`config.mk`:
```
export PLATFORM = sky130hd
export DESIGN_NAME = btn_debounce_multi
export DESIGN_NICKNAME = d
export VERILOG_FILES = /design/src/rtl/btn_pkg.sv /design/src/rtl/btn_chan.sv /design/src/rtl/btn_debounce_multi.sv
export SDC_FILE = /design/constraint.sdc
export NUM_CORES = 1
export LEC_CHECK = 0
export ABC_AREA = 1
export CORE_ASPECT_RATIO = 0.75
export CORE_MARGIN = 2
export CORE_UTILIZATION = 45
export CTS_BUF_LIST = sky130_fd_sc_hd__clkbuf_8
export DETAILED_ROUTE_END_ITERATION = 16
export GPL_TIMING_DRIVEN = 0
export PLACE_DENSITY_LB_ADDON = 0.25
export SLEW_MARGIN = 10
export SYNTH_ARGS = -nofsm -noshare
export SYNTH_HDL_FRONTEND = slang
export SYNTH_HIERARCHICAL = 1
export SYNTH_SLANG_ARGS = --single-unit
```
`constraint.sdc`:
```
create_clock -name CLK -period 3.4 [get_ports CLK]
set_clock_uncertainty 0.1 [all_clocks]
set_input_delay 0.51 -clock CLK [delete_from_list [all_inputs] [get_ports CLK]]
set_output_delay 0.51 -clock CLK [all_outputs]
set_load 0.1 [all_outputs]
```
`src/rtl/btn_pkg.sv`:
```
// Shared types and helpers for the multi-channel button conditioner.
package btn_pkg;

  typedef enum logic [1:0] {
    IDLE = 2'd0,
    DOWN = 2'd1,
    HELD = 2'd2
  } btn_state_e;

  // Width of a counter that must hold values 0..n; never narrower than one bit.
  function automatic int cnt_w(input int n);
    return (n < 1) ? 1 : $clog2(n + 1);
  endfunction

endpackage

```
`src/rtl/btn_chan.sv`:
```
// One button channel: tick-sampled stability filter, hold FSM, pulse outputs.
module btn_chan
  import btn_pkg::*;
#(
  parameter int STABLE_N = 20,
  parameter int LONG_N   = 1000,
  parameter int REP_N    = 100
) (
  input  logic CLK,
  input  logic RST,
  input  logic tick_i,
  input  logic s_i,
  output logic level_o,
  output logic press_o,
  output logic release_o,
  output logic long_o,
  output logic repeat_o
);

  localparam int SCW = cnt_w(STABLE_N);
  localparam int HCW = cnt_w(LONG_N);
  localparam int RCW = cnt_w(REP_N);

  localparam logic [SCW-1:0] SC_LAST = SCW'(STABLE_N - 1);
  localparam logic [HCW-1:0] HC_LAST = HCW'((LONG_N > 0) ? LONG_N - 1 : 0);
  localparam logic [RCW-1:0] RC_LAST = RCW'((REP_N > 0) ? REP_N - 1 : 0);
  localparam bit LONG_EN = (LONG_N > 0);
  localparam bit REP_EN  = (REP_N > 0);

  btn_state_e state_q, state_d;
  logic [SCW-1:0] sc_q, sc_d;
  logic [HCW-1:0] hc_q, hc_d;
  logic [RCW-1:0] rc_q, rc_d;
  logic level_q, level_d;
  logic press_q, press_d;
  logic release_q, release_d;
  logic long_q, long_d;
  logic repeat_q, repeat_d;
  logic disagree;
  logic flip;

  assign disagree = (s_i != level_q);
  // The last of STABLE_N consecutive disagreeing ticks flips the level.
  assign flip = tick_i && disagree && (sc_q == SC_LAST);

  // Stability filter: any agreeing tick restarts the disagreement count.
  always_comb begin
    sc_d    = sc_q;
    level_d = level_q;
    if (tick_i) begin
      if (!disagree || flip) begin
        sc_d = '0;
      end else begin
        sc_d = sc_q + 1'b1;
      end
      if (flip) begin
        level_d = ~level_q;
      end
    end
  end

  // FSM state register.
  always_ff @(posedge CLK) begin
    if (RST) begin
      state_q <= IDLE;
    end else begin
      state_q <= state_d;
    end
  end

  // FSM next state: a flip always wins over a long/repeat threshold on the same tick.
  always_comb begin
    state_d = state_q;
    case (state_q)
      IDLE: if (flip) state_d = DOWN;
      DOWN: begin
        if (flip) begin
          state_d = IDLE;
        end else if (tick_i && LONG_EN && (hc_q == HC_LAST)) begin
          state_d = HELD;
        end
      end
      HELD: if (flip) state_d = IDLE;
      default: state_d = IDLE;
    endcase
  end

  // FSM outputs: next values of the hold counters and the one-cycle pulses.
  always_comb begin
    hc_d      = hc_q;
    rc_d      = rc_q;
    press_d   = 1'b0;
    release_d = 1'b0;
    long_d    = 1'b0;
    repeat_d  = 1'b0;
    case (state_q)
      IDLE: begin
        if (flip) begin
          press_d = 1'b1;
          hc_d    = '0;
          rc_d    = '0;
        end
      end
      DOWN: begin
        if (flip) begin
          release_d = 1'b1;
          hc_d      = '0;
          rc_d      = '0;
        end else if (tick_i && LONG_EN) begin
          if (hc_q == HC_LAST) begin
            long_d = 1'b1;
            hc_d   = '0;
            rc_d   = '0;
          end else begin
            hc_d = hc_q + 1'b1;
          end
        end
      end
      HELD: begin
        if (flip) begin
          release_d = 1'b1;
          hc_d      = '0;
          rc_d      = '0;
        end else if (tick_i && REP_EN) begin
          if (rc_q == RC_LAST) begin
            repeat_d = 1'b1;
            rc_d     = '0;
          end else begin
            rc_d = rc_q + 1'b1;
          end
        end
      end
      default: ;
    endcase
  end

  // Counters, level and registered pulse outputs.
  always_ff @(posedge CLK) begin
    if (RST) begin
      sc_q      <= '0;
      hc_q      <= '0;
      rc_q      <= '0;
      level_q   <= 1'b0;
      press_q   <= 1'b0;
      release_q <= 1'b0;
      long_q    <= 1'b0;
      repeat_q  <= 1'b0;
    end else begin
      sc_q      <= sc_d;
      hc_q      <= hc_d;
      rc_q      <= rc_d;
      level_q   <= level_d;
      press_q   <= press_d;
      release_q <= release_d;
      long_q    <= long_d;
      repeat_q  <= repeat_d;
    end
  end

  assign level_o   = level_q;
  assign press_o   = press_q;
  assign release_o = release_q;
  assign long_o    = long_q;
  assign repeat_o  = repeat_q;

endmodule

```
`src/rtl/btn_debounce_multi.sv`:
```
// N-channel push-button conditioner: shared tick divider, input synchroniser,
// and one btn_chan per button.
module btn_debounce_multi
  import btn_pkg::*;
#(
  parameter int NCH      = 3,
  parameter int CLK_HZ   = 50_000_000,
  parameter int TICK_HZ  = 1000,
  parameter int ACT_HIGH = 1,
  parameter int STABLE_N = 20,
  parameter int LONG_N   = 1000,
  parameter int REP_N    = 100
) (
  input  logic           CLK,
  input  logic           RST,
  input  logic [NCH-1:0] BIN,
  output logic [NCH-1:0] LEVEL,
  output logic [NCH-1:0] PRESS,
  output logic [NCH-1:0] RELEASE,
  output logic [NCH-1:0] LONG,
  output logic [NCH-1:0] REPEAT
);

  localparam int DIV = CLK_HZ / TICK_HZ;
  localparam int TW  = cnt_w(DIV - 1);
  localparam logic [TW-1:0] TICK_LAST = TW'(DIV - 1);

  logic [TW-1:0]  cnt_q, cnt_d;
  logic           tick;
  logic [NCH-1:0] pin_pressed;
  logic [NCH-1:0] s1_q, s2_q;

  assign tick        = (cnt_q == TICK_LAST);
  assign cnt_d       = tick ? '0 : cnt_q + 1'b1;
  // Normalise polarity so 1 always means pressed from here on.
  assign pin_pressed = (ACT_HIGH != 0) ? BIN : ~BIN;

  // Tick divider and two-flop synchroniser; both start in the released state.
  always_ff @(posedge CLK) begin
    if (RST) begin
      cnt_q <= '0;
      s1_q  <= '0;
      s2_q  <= '0;
    end else begin
      cnt_q <= cnt_d;
      s1_q  <= pin_pressed;
      s2_q  <= s1_q;
    end
  end

  for (genvar g = 0; g < NCH; g++) begin : g_chan
    btn_chan #(
      .STABLE_N (STABLE_N),
      .LONG_N   (LONG_N),
      .REP_N    (REP_N)
    ) u_chan (
      .CLK       (CLK),
      .RST       (RST),
      .tick_i    (tick),
      .s_i       (s2_q[g]),
      .level_o   (LEVEL[g]),
      .press_o   (PRESS[g]),
      .release_o (RELEASE[g]),
      .long_o    (LONG[g]),
      .repeat_o  (REPEAT[g])
    );
  end

endmodule

```
Word level (Yosys, flattened, before mapping)
Index checks and enable logic that the tools add are counted.
Storage, ports and cells
  register bits after elaboration: 109
  input port bits: 5
  output and inout port bits: 15
  word-level logic and storage cells: 217
Operators by class
  add/subtract/negate cells: 10
  eq/ne operators: 40
  muxes and demuxes: 66
  bitwise gates (word level): 16
  reductions and logical operators: 55
Operators by type and width (count)
  $mux W7: 21
  $mux W10: 12
  $pmux W7 S3: 3
  $pmux W10 S2: 3
  $add A10 B1 Y10 const B: 3
  $eq A10 B10 Y1 const B: 3
  $reduce_or A2 Y1: 13
  $mux W2: 12
  $ne A3 B1 Y1 const B: 8
  $reduce_or A4 Y1: 6
  $add A7 B1 Y7 const B: 3
  $eq A7 B7 Y1 const B: 3
  $ne A2 B1 Y1 const B: 9
  $pmux W2 S3: 3
  $reduce_and A3 Y1: 6
  $add A16 B1 Y16 const B: 1
  $eq A16 B16 Y1 const B: 1
  $not A1 Y1: 16
  $add A5 B1 Y5 const B: 3
  $eq A5 B5 Y1 const B: 3
  $mux W5: 3
  $reduce_and A5 Y1: 3
  $ne A3 B2 Y1 const B: 4
  $logic_and A1 B1 Y1: 9
  10 further kinds: 36

Longest topological paths before layout
Gate-level depths: netlist of the first run.
  depth in word-level cells: 5
  mapped depth: 15
  mapped depth without buffers: 14

Hierarchy
Netlist of the first run, hierarchy kept.
By module, submodules not included
  btn_chan (g_chan[1].u_chan ...): times used 2, cells an instance 246, area each 1680.4 µm², sequential area each 580.6 µm²
  btn_chan (g_chan[0].u_chan): times used 1, cells an instance 250, area each 1702.9 µm², sequential area each 580.6 µm²
  btn_debounce_multi: times used 1, cells an instance 146, area each 1012.2 µm², sequential area each 440.4 µm²

Worst setup path after synthesis of the first run
Ideal clock, no wire load.
  kind: reg2reg
  start: reg cnt_q[0]
  end: reg g_chan[0].u_chan.hc_q[2]
  library setup time: 0.117 ns
  arrival: 2.627 ns
  data required time: 3.183 ns
  setup slack: 0.557 ns
  cell stages (with the launch flop): 14
  buffers on the path: 2
  clock period less this slack: 2.843 ns
  cells stage by stage: dfxtp_1 ha_1 nand3_1 or2_2 nor2_1 buf_6 nand2_2 nor2_4 nand3_4 nand2_4 nand2_4 buf_6 a31oi_1 nor2_1
Between the ends
  word-level cells in the longest chain between the ends: 5
  elaborated cells between the ends (all ways): 8
  those cells by class: 3 x eq/ne; 2 x mux; 3 x reduce/logical
Ends and longest elaborated chain
  start, declared: RTL line btn_debounce_multi.sv:28  | logic [TW-1:0] cnt_q, cnt_d;
  start signal, assigned: RTL line btn_debounce_multi.sv:45  | cnt_q <= cnt_d;
  $eq A16 B16 Y1 (*): RTL line btn_debounce_multi.sv:33  | assign tick = (cnt_q == TICK_LAST);
  net tick: RTL line btn_debounce_multi.sv:29  | logic tick;
  $logic_and A1 B1 Y1 (2 in series): RTL line btn_chan.sv:44  | assign flip = tick_i && disagree && (sc_q == SC_LAST);
  $ne A3 B1 Y1 (no source line) (tied with other cells)
  $reduce_and A3 Y1 (no source line) or $pmux W10 S2 (tied branches)
  end signal, assigned: RTL line btn_chan.sv:141  | hc_q <= '0;
  end signal, assigned: RTL line btn_chan.sv:150  | hc_q <= hc_d;
  end, declared: RTL line btn_chan.sv:32  | logic [HCW-1:0] hc_q, hc_d;
Mark *: on every way through the listed nets, which the timed path passes. The rest lies on a longest branch.
A chain may end at the register's enable or synchronous reset.

Final worst setup path of the first run
  start: reg cnt_q[0]
  end: reg g_chan[0].u_chan.hc_q[5]
The elaborated chain is that of the path after synthesis.

==> run summary, run 1 <==
Simple-Gate Fraction of Synth Area -> 0.393
H-Tree Depth -> 3
Post-synth top area share -> 0.359
Mux contribution to synthesized area -> 0
Pre-CTS setup slack -> 0.0364 ns
VDD IR max -> 0.201 mV
Critical Path, Cell by Cell -> ha_1, nand3_1, or2_2, nor2_2, buf_6, nand2_2, nor2_4, nand3_4, nand2_4, nand2_4, buf_6, o21bai_2, nand2_1, nor2_1
Mapped Cells -> 888
Vias in the first global route -> 4750
Crit-path max FO -> 15
Mapped Nets -> 918
Worst Setup End Kind -> flop
CP arrival -> 3.25 ns
Vias/cell -> 4.83
Crit path time final -> 3.03 ns
Die Area -> 0.0145 mm^2
Clock-pin slew on the worst setup and hold paths -> 0.11 ns
Setup slack after layout -> 0.365 ns
Clk root buf -> clkbuf_8
Synth cell types -> 37
Power per cell area -> 330 mW/mm^2
TritonCTS clock tree -> done
Initial antenna violation count -> 0
Synth Area in XOR/XNOR -> 0.0332
Std cell rows -> 36
Setup tns final -> 0 ns
Hold/Removal Path Class -> flop to flop
Initial Util -> 0.464
Sink Count -> 109
Synthesis-to-layout area growth -> 10.4%
Delay-heaviest family, CP -> simple AND/OR/NAND/NOR gates
Post-Route WL -> 12100 um
DR vias -> 5284
Avg Inst Size Synth -> 6.84 um^2
Cell area after synthesis -> 0.00608 mm^2
Primary FF master, synth -> dfxtp_1
CTS buffer count -> 9
Die Wd -> 138 um
Nets -> 948
Die Y -> 105 um
Detail Placement HPWL -> 8740 um
Max-slew headroom -> 0.345
GRT Resource Usage Total -> 0.173
Share of layout cells above drive strength 1 -> 0.0823
Worst-Margin Slew -> 0.979 ns
Run status -> complete, no violations
Adder-Cell Fraction of Synth Area -> 0.0515
Residual DRC count -> 0
Clk_lat worst skew -> 0.37 ns
Yosys warns -> 6
Flops & latches, synth -> 109
Most frequent cells in the layout -> nand2_1 (209), nor2_1 (162), dfxtp_1 (109), inv_1 (107), nand3_1 (76)
Post-route ant nets -> 0
Main combinational cell family by area after synthesis -> simple AND/OR/NAND/NOR gates
GR Overflow Total -> 0
Endpoints failing hold -> 0
PortBufs -> 19
Kind of critical path -> flop to flop
Worst endpoint required time -> 3.62 ns
Async set-or-reset flop fraction in the synthesized netlist -> 0
TritonRoute pass-1 iters -> 5
FMAX -> 330 MHz
Max-slew violation count -> 0
Synth Area in Compound Gates -> 0.0733
Top post-synthesis cells by area -> dfxtp_1 (36%), nand2_1 (13%), nor2_1 (10%)
Leakage -> 2.68 nW
Post-synth EDFFs -> 0
Antenna diode count -> 0
Synth area leader -> dfxtp_1
Routed len/inst -> 11.0 um
Buffer depth of the longest clock path -> 2
Maxcap violations -> 0
Register area share after synthesis -> 0.359
Pwr Total -> 2.21 mW
Final core utilization -> 0.512
Crit-path slowest cell -> nor2_2
Final Setup Violations -> 0
Ports -> 20
Drt initial violations -> 283
First-pass GRT wire length -> 21400 um
Fin crit share -> 0.893
Critical path launch point type -> flop
Placer Congestion -> 0.854
RSZ-0062 raised after global routing -> false
Crit path buffers/inverters -> 2
Pin count of the biggest net entering global routing -> 19
CP max stage delay -> 0.58 ns
Core ar. -> 0.0131 mm^2
Most common cell after layout, fill and taps aside -> nand2_1
-- kinds of logic after synthesis --
group           count (synthesis)
fa+ha+maj                      25
xor+xnor                       23
buf+inv                       132
compound gates                 66
simple gates                  533
flops                         109
-- tightest hold or removal path, stage by stage, from the launching register on --
cell and delay, ns:
dfxtp_1 0.31, inv_1 0.04, nor2_1 0.03
-- power breakdown --
part | internal [mW] | leakage, nW | switching [mW]
Combinational | 0.0190 | 1.69 | 0.0387
Clock | 0.419 | 0.110 | 0.450
Sequential | 1.28 | 0.879 | 0.00410
-- sequential cells by signal, summed over array words and instances (netlist names) --
| name | count |
|---|---|
| cnt_q | 16 |
| g_chan.u_chan/release_o | 3 |
| g_chan.u_chan/rc_q | 21 |
| g_chan.u_chan/repeat_o | 3 |
| g_chan.u_chan/state_q | 6 |
| g_chan.u_chan/sc_q | 15 |
| g_chan.u_chan/press_o | 3 |
| s2_q | 3 |
| s1_q | 3 |
| g_chan.u_chan/long_o | 3 |
| g_chan.u_chan/level_o | 3 |
| g_chan.u_chan/hc_q | 30 |
-- metal layers --
| layer | wire length [um] | GRT usage | up-vias |
|---|---|---|---|
| li1 | - | - | 2870 |
| met1 | 6670 | 0.254 | 2330 |
| met2 | 4850 | 0.257 | 70 |
| met3 | 412 | 0.0390 | 14 |
| met4 | 131 | 0.0415 | 0 |
| met5 | 0 | 0 | - |
-- per-stage QoR --
step | instance area, um^2 | hold slack (ns) | cells
floorplan | 6080 | 0.288 | 888
global placement | 6480 | 0.290 | 1078
detailed placement | 6480 | 0.297 | 1078
CTS | 6700 | 0.314 | 1094
global route | 6710 | 0.350 | 1094
finish | 6710 | 0.311 | 1094
-- cell usage after synthesis, types with 7 or more instances --
cell,instances
a21oi_1,33
xor2_1,20
dfxtp_1,109
nand4_1,32
ha_1,25
nand3_1,76
nand2_2,7
o21ai_0,17
nor3_1,14
nor2_1,163
inv_1,107
nand2_1,209
-- worst paths after layout --
| path | start | depth (start not counted) | slack [ns] | endpoint |
|---|---|---|---|---|
| setup / recovery | cnt_q[0] | 14 | 0.37 | g_chan[0].u_chan/hc_q[5] |
| hold / removal | s1_q[2] | 2 | 0.31 | s2_q[2] |
| setup reg to reg | cnt_q[0] | 14 | 0.37 | g_chan[0].u_chan/hc_q[5] |
| hold reg to reg | s1_q[2] | 2 | 0.31 | s2_q[2] |
-- what timing repair did --
| action | in CTS | in global routing |
|---|---|---|
| resized for setup | 0 | 1 |
| endpoints found under the setup margin | 0 | 55 |
| hold buffers | 0 | 0 |
| endpoints found under the hold margin | 0 | 0 |
| buffers inserted | 0 | 0 |
-- final cells by class --
class,instances,area (um^2)
clock inverters,7,98.8
plain buffers,17,113
clock buffers,9,124
fillers,1303,6400
flip-flops and latches,109,2180
multi-input cells,647,3350
repair buffers,19,190
well taps,171,214
inverters,115,434
(Power assumes the default switching activity.)
==> run 2: changes to the inputs <==
--- a/config.mk
+++ b/config.mk
@@ -10,6 +10,7 @@
 export CORE_MARGIN = 2
 export CORE_UTILIZATION = 45
 export CTS_BUF_LIST = sky130_fd_sc_hd__clkbuf_8
+export CTS_CLUSTER_SIZE = 28
 export DETAILED_ROUTE_END_ITERATION = 16
 export GPL_TIMING_DRIVEN = 0
 export PLACE_DENSITY_LB_ADDON = 0.25
==> results of run 2 <==
The final DEF is identical to that of run 1; final timing and power are the same.
